===== src/rtl/sprite_motion_ctrl.sv =====
// rtl/sprite_motion_ctrl.sv - sprite X/Y generator: autonomous bounce or key steering, clamped at screen edges
module sprite_motion_ctrl #(
   parameter int POS_W     = 10,
   parameter int SCREEN_W  = 640,
   parameter int SCREEN_H  = 480,
   parameter int SPRITE_W  = 388,
   parameter int SPRITE_H  = 68,
   parameter int SPEED_X   = 1,
   parameter int SPEED_Y   = 1,
   parameter int INIT_X    = 0,
   parameter int INIT_Y    = 0,
   parameter int INIT_XDIR = 1,
   parameter int INIT_YDIR = 1
) (
   input  logic             CLOCK,
   input  logic             RESET,
   input  logic             TICK,
   input  logic [1:0]       MODE,
   input  logic [3:0]       wasd,
   input  logic [3:0]       arrows,
   output logic [POS_W-1:0] POS_X,
   output logic [POS_W-1:0] POS_Y,
   output logic             HIT_X,
   output logic             HIT_Y
);

   localparam logic [POS_W:0] maxX = (POS_W+1)'(SCREEN_W - SPRITE_W);
   localparam logic [POS_W:0] maxY = (POS_W+1)'(SCREEN_H - SPRITE_H);
   localparam logic [POS_W:0] spdX = (POS_W+1)'(SPEED_X);
   localparam logic [POS_W:0] spdY = (POS_W+1)'(SPEED_Y);
   localparam logic [POS_W-1:0] initX = POS_W'(INIT_X);
   localparam logic [POS_W-1:0] initY = POS_W'(INIT_Y);
   localparam logic initXDir = (INIT_XDIR != 0);
   localparam logic initYDir = (INIT_YDIR != 0);

   typedef enum logic [1:0] {
      MODE_BOUNCE = 2'd0,
      MODE_WASD   = 2'd1,
      MODE_ARROWS = 2'd2,
      MODE_FREEZE = 2'd3
   } modeT;

   typedef struct packed {
      logic             clamp;
      logic [POS_W-1:0] pos;
   } stepT;

   // One step along an axis in POS_W+1 bits so the sum can never wrap.
   function automatic stepT stepAxis(
      input logic [POS_W-1:0] pos,
      input logic             plus,
      input logic [POS_W:0]   speed,
      input logic [POS_W:0]   limit
   );
      logic [POS_W:0] wide;
      logic [POS_W:0] sum;
      stepT r;
      wide    = {1'b0, pos};
      sum     = wide + speed;
      r.clamp = 1'b0;
      r.pos   = pos;
      if (plus) begin
         if (sum >= limit) begin
            r.clamp = 1'b1;
            r.pos   = limit[POS_W-1:0];
         end else begin
            r.pos = sum[POS_W-1:0];
         end
      end else begin
         if (wide <= speed) begin
            r.clamp = 1'b1;
            r.pos   = '0;
         end else begin
            r.pos = pos - speed[POS_W-1:0];
         end
      end
      return r;
   endfunction

   logic [POS_W-1:0] posX, posY, nxtPosX, nxtPosY;
   logic             dirX, dirY, nxtDirX, nxtDirY;
   logic             hitX, hitY, nxtHitX, nxtHitY;
   logic             moveX, moveY, plusX, plusY;
   logic [3:0]       keys;
   modeT             mode;
   stepT             stepX, stepY;

   assign mode = modeT'(MODE);

   always_comb begin
      nxtPosX = posX;
      nxtPosY = posY;
      nxtDirX = dirX;
      nxtDirY = dirY;
      nxtHitX = 1'b0;
      nxtHitY = 1'b0;
      moveX   = 1'b0;
      moveY   = 1'b0;
      plusX   = dirX;
      plusY   = dirY;
      keys    = (mode == MODE_ARROWS) ? arrows : wasd;

      case (mode)
         MODE_BOUNCE: begin
            moveX = 1'b1;
            moveY = 1'b1;
         end
         MODE_WASD, MODE_ARROWS: begin
            // Opposing keys cancel; +X is right, +Y is down.
            moveX = keys[0] ^ keys[2];
            plusX = keys[0];
            moveY = keys[1] ^ keys[3];
            plusY = keys[1];
         end
         default: begin
         end
      endcase

      stepX = stepAxis(posX, plusX, spdX, maxX);
      stepY = stepAxis(posY, plusY, spdY, maxY);

      if (TICK && moveX) begin
         nxtPosX = stepX.pos;
         nxtHitX = stepX.clamp;
         if (mode == MODE_BOUNCE && stepX.clamp) nxtDirX = ~dirX;
      end
      if (TICK && moveY) begin
         nxtPosY = stepY.pos;
         nxtHitY = stepY.clamp;
         if (mode == MODE_BOUNCE && stepY.clamp) nxtDirY = ~dirY;
      end
   end

   always_ff @(negedge CLOCK) begin
      if (RESET) begin
         posX <= initX;
         posY <= initY;
         dirX <= initXDir;
         dirY <= initYDir;
         hitX <= 1'b0;
         hitY <= 1'b0;
      end else begin
         posX <= nxtPosX;
         posY <= nxtPosY;
         dirX <= nxtDirX;
         dirY <= nxtDirY;
         hitX <= nxtHitX;
         hitY <= nxtHitY;
      end
   end

   assign POS_X = posX;
   assign POS_Y = posY;
   assign HIT_X = hitX;
   assign HIT_Y = hitY;

endmodule

===== config.mk =====
export PLATFORM = sky130hd
export DESIGN_NAME = sprite_motion_ctrl
export DESIGN_NICKNAME = d
export VERILOG_FILES = /design/src/rtl/sprite_motion_ctrl.sv
export SDC_FILE = /design/constraint.sdc
export NUM_CORES = 1
export LEC_CHECK = 0
export ABC_AREA = 1
export ABC_CLOCK_PERIOD_IN_PS = 1850
export BUFFER_PORTS_ARGS = -buffer_cell sky130_fd_sc_hd__buf_2
export CORE_MARGIN = 2
export CORE_UTILIZATION = 35
export CTS_BUF_LIST = sky130_fd_sc_hd__clkbuf_2 sky130_fd_sc_hd__clkbuf_4 sky130_fd_sc_hd__clkbuf_8
export DETAILED_ROUTE_END_ITERATION = 12
export RECOVER_POWER = 50
export SLEW_MARGIN = 20
export SYNTH_ARGS = -nofsm -noshare
export SYNTH_HDL_FRONTEND = slang
export SYNTH_SLANG_ARGS = --single-unit

===== constraint.sdc =====
create_clock -name CLOCK -period 1.85 [get_ports CLOCK]
set_clock_uncertainty 0.1 [all_clocks]
set_input_delay 0.0925 -clock CLOCK [delete_from_list [all_inputs] [get_ports CLOCK]]
set_output_delay 0.0925 -clock CLOCK [all_outputs]
set_load 0.02 [all_outputs]

==> reports/summary.log <==
[cts] buffer depth of the longest clock path 2
[worst_setup_path] type of element capturing the critical path flop
[layout] Sequential Area 543.0 sq um
[layout] number of nets in the finished design 502
[die] vertical die dimension 83.73 um
[layout] growth of design area from synthesis to finish 59.79%
[layout] layout cell share with drive strength beyond 1 41.54%
[worst_setup_path] CP Launch Type primary input
[die] number of ports placed on the die boundary 35
[route] Post-Route WL 6.711 mm
[cts] htree depth 1
[sta] setup repair after global routing missed its margin yes
[layout] combined area of the multi-input logic cells 1623 sq um
[cts] clock tree from TritonCTS built
[sta] headroom to the max-slew limit 79.19%
[die] die outline area 7010 sq um
[synth] Post-Synthesis Mean Instance Area 6.145 sq um
[sta] final-layout worst hold slack 0.4017 ns
[worst_setup_path] Buffers & Inverters on Critical Path 3
[sta] # setup viols final 46
[worst_setup_path] most used cell along the critical path sky130_fd_sc_hd__nand2_4
[layout] Final Non-Filler Cells 556
[power_and_ir_drop] total power density per cell area 687.0 nW/um^2
[synth] Synth Area in Simple Gates 37.06%
[synth] gate count after technology mapping 362
[worst_setup_path] Top delay family on crit path simple AND/OR/NAND/NOR gates
[placed_design] global placer's final weighted congestion 0.9693
[route] Vias/cell 4.906
[global_route] total global routing track utilization 19.25%
[cts] TritonCTS Sinks 24
[global_route] number of antenna violations at the first check in global routing 0
[worst_setup_path] critical path class primary input to flop
[global_route] pin count of the biggest net entering global routing 21
[layout] # fillers 612
[synth] compound-cell area share of the yosys netlist 16.31%
[cts] clock buffer count from CTS 3
[power_and_ir_drop] peak supply drop 366.4 uV
[global_route] sum of overflow across all layers after global routing 0
[placed_design] placed cell count 506
[placed_design] Post-DP HPWL 4.794 mm
[status] status complete, but fails checks
[synth] largest family of logic cells by synthesized area simple AND/OR/NAND/NOR gates
[synth] Yosys Warn Count 0
[synth] Synth Area in XOR/XNOR 5.906%
[die] core area 6241 sq um
[layout] most common library cell in the layout ignoring fill and taps sky130_fd_sc_hd__nand2_1
[sta] Total Negative Setup Slacks -7.604 ns
[global_route] number of global-route vias before repair 2779
[worst_setup_path] Worst Path Max Fanout 8
[route] remaining antenna violation count after routing 0
[sta] hold violation total from the final report 0
[die] number of placement rows 29
[cts] root cell of the clock tree sky130_fd_sc_hd__clkbuf_8
[placed_design] count of input and output buffers 34
[cts] number of buffers added to fix hold violations after cts 0
[global_route] first-pass GRT wire length 11.47 mm
[run] Maximum Capacitance Violations 0
[worst_setup_path] Data required, critical path 1.09 ns
[sta] transition at the pin with the smallest max-transition slack 0.3122 ns
[route] detailed-router iteration count before antenna repair 4
[worst_hold_path] class of the tightest hold or removal check flop to flop
[synth] summed instance area of the synthesized netlist 2225 sq um
[route] detailed-route wire length per cell 12.07 um
[power_and_ir_drop] P_leak 0.001872 uW
[synth] adder and majority gate portion of the synthesized area 5.062%
[synth] fraction of synthesized area in multiplexers 0%
[sta] final worst setup slack -0.3411 ns
[worst_setup_path] cell with the biggest individual delay on the critical path sky130_fd_sc_hd__ha_4
[synth] synthesis-stage register bit count 24
[route] Starting DRT DRC Count 106
[synth] count of unique library cells instantiated by Yosys 33
[sta] number of pins exceeding their max-slew limit in the final report 0
[die] initial standard-cell utilization of the core 35.65%
[worst_setup_path] Crit path arrival time 1.43 ns
[cts] Clk Latency, worst-skew pair 0.36 ns
[synth] Synthesized Nets 384
[synth] share of the yosys chip area belonging to registers 21.60%
[route] via count of the routed design 2728
[layout] most frequent cells in the layout sky130_fd_sc_hd__nand2_1 (77), sky130_fd_sc_hd__inv_1 (70), sky130_fd_sc_hd__buf_4 (59), sky130_fd_sc_hd__nor2_1 (26), sky130_fd_sc_hd__buf_6 (26)
[layout] Antenna diodes 0
[cts] clock input transition at the sequential cells of the worst setup and hold paths 0.05 ns
[worst_setup_path] list of cells traversed by the critical path buf_12, inv_12, ha_4, nand2_4, o21ai_4, or2_1, nand3_2, nand2_4, buf_6, a31oi_4, nor3_2
[die] Die Wd 83.73 um
[status] violated checks setup timing
[route] detailed-route DRC error count 0
[worst_setup_path] critical path's largest stage delay 0.21 ns
## state kept, by name, indices dropped and copies added, names as in the netlist
signal	count
dirY	1
POS_X	10
POS_Y	10
HIT_Y	1
dirX	1
HIT_X	1
## final timing paths
kind	startpoint	endpoint	slack (ns)	depth (start not counted)
setup / recovery	MODE[0]	POS_X[8]$_SDFFE_NP0P_	-0.34	11
hold / removal	dirY$_SDFFE_NP1P_	dirY$_SDFFE_NP1P_	0.40	2
setup reg to reg	POS_Y[0]$_SDFFE_NP0P_	POS_Y[8]$_SDFFE_NP0P_	-0.05	11
hold reg to reg	dirY$_SDFFE_NP1P_	dirY$_SDFFE_NP1P_	0.40	2
## worst reg2reg max path, stage by stage (launching register included)
cell and delay [ns]:
sky130_fd_sc_hd__dfxtp_4 0.35, sky130_fd_sc_hd__buf_4 0.14, sky130_fd_sc_hd__buf_4 0.13, sky130_fd_sc_hd__inv_1 0.07
sky130_fd_sc_hd__ha_1 0.21, sky130_fd_sc_hd__nand2_1 0.09, sky130_fd_sc_hd__buf_4 0.16, sky130_fd_sc_hd__nor2_1 0.13
sky130_fd_sc_hd__xor2_1 0.16, sky130_fd_sc_hd__o21ai_1 0.09, sky130_fd_sc_hd__a21oi_1 0.11, sky130_fd_sc_hd__nor2_1 0.05
## power by group
part           internal (uW)  switching [uW]
sequential               574            43.5
clock                    218             323
combinational            587             698
total                   1380            1060
## repair_timing
action	CTS	global route
buffers inserted	20	2
endpoints found under the hold margin	0	0
gates resized for setup	104	29
cloned	1	0
setup endpoints to repair	46	46
pin swaps	11	7
## cell usage after synthesis
cell | instances | area (sq um)
sky130_fd_sc_hd__nand2_2 | 4 | 25.02
sky130_fd_sc_hd__nand3_4 | 1 | 17.52
sky130_fd_sc_hd__nand3_1 | 27 | 135.1
sky130_fd_sc_hd__buf_4 | 3 | 22.52
sky130_fd_sc_hd__a21oi_2 | 2 | 17.52
sky130_fd_sc_hd__dfxtp_1 | 24 | 480.5
sky130_fd_sc_hd__a31oi_1 | 2 | 12.51
sky130_fd_sc_hd__clkinv_1 | 1 | 3.750
sky130_fd_sc_hd__buf_6 | 3 | 33.78
sky130_fd_sc_hd__nand3_2 | 4 | 40.04
sky130_fd_sc_hd__inv_1 | 54 | 202.7
sky130_fd_sc_hd__or2_1 | 2 | 12.51
sky130_fd_sc_hd__clkbuf_2 | 2 | 10.01
sky130_fd_sc_hd__clkbuf_1 | 2 | 7.510
sky130_fd_sc_hd__xor2_1 | 12 | 105.1
sky130_fd_sc_hd__nor3_2 | 2 | 20.02
sky130_fd_sc_hd__nand4_1 | 10 | 62.56
sky130_fd_sc_hd__xnor2_1 | 3 | 26.28
sky130_fd_sc_hd__nand4_2 | 1 | 12.51
sky130_fd_sc_hd__nand2_1 | 87 | 326.6
sky130_fd_sc_hd__o21ai_2 | 5 | 43.79
sky130_fd_sc_hd__o21ai_4 | 1 | 16.27
sky130_fd_sc_hd__o21ai_1 | 11 | 55.05
sky130_fd_sc_hd__o21ai_0 | 27 | 135.1
sky130_fd_sc_hd__o21a_1 | 1 | 7.510
sky130_fd_sc_hd__inv_2 | 6 | 22.52
sky130_fd_sc_hd__nor2_1 | 29 | 108.9
sky130_fd_sc_hd__nor2_2 | 6 | 37.54
sky130_fd_sc_hd__nor3_1 | 3 | 15.01
sky130_fd_sc_hd__ha_1 | 9 | 112.6
sky130_fd_sc_hd__buf_2 | 2 | 10.01
sky130_fd_sc_hd__a21oi_1 | 15 | 75.07
sky130_fd_sc_hd__nand2_4 | 1 | 11.26
## metrics by stage
| stage | power (uW) | util (%) | area (sq um) | setup slack, ns |
|---|---|---|---|---|
| after global placement | 1734 | 46.39 | 2895 | -0.7264 |
| after CTS | 2409 | 55.47 | 3462 | -0.2910 |
| final | 2442 | 56.96 | 3555 | -0.3411 |
| after detailed placement | 1749 | 46.39 | 2895 | -0.7473 |
| after global routing | 2665 | 56.96 | 3555 | -0.4012 |
| after floorplan | 1382 | - | 2331 | -0.4138 |
## per-layer routing
metal  track usage, %  routed length [um]  vias to the layer above
met5                0                   0                        -
met4            8.504                 114                        0
met3            3.066                 221                       12
met2            35.05                3532                       57
met1            21.96                2843                     1268
li1                 -                   -                     1391
## layout make-up
cell class	count	area share, %
inverter	60	7.181
tap	77	2.710
timing repair buffer	101	25.34
clock inverter	25	2.675
sequential	24	15.28
multi-input combinational	266	45.65
clock buffer	3	1.162
## cells by family (layout without fill, tap and decap cells)
group           count (synthesis)  in the layout
xor+xnor                       15             15
compound gates                 64             64
buf+inv                        73            189
simple gates                  177            178
fa+ha+maj                       9              9
flops                          24             24
No activity file was read; power rests on OpenSTA's default activity.
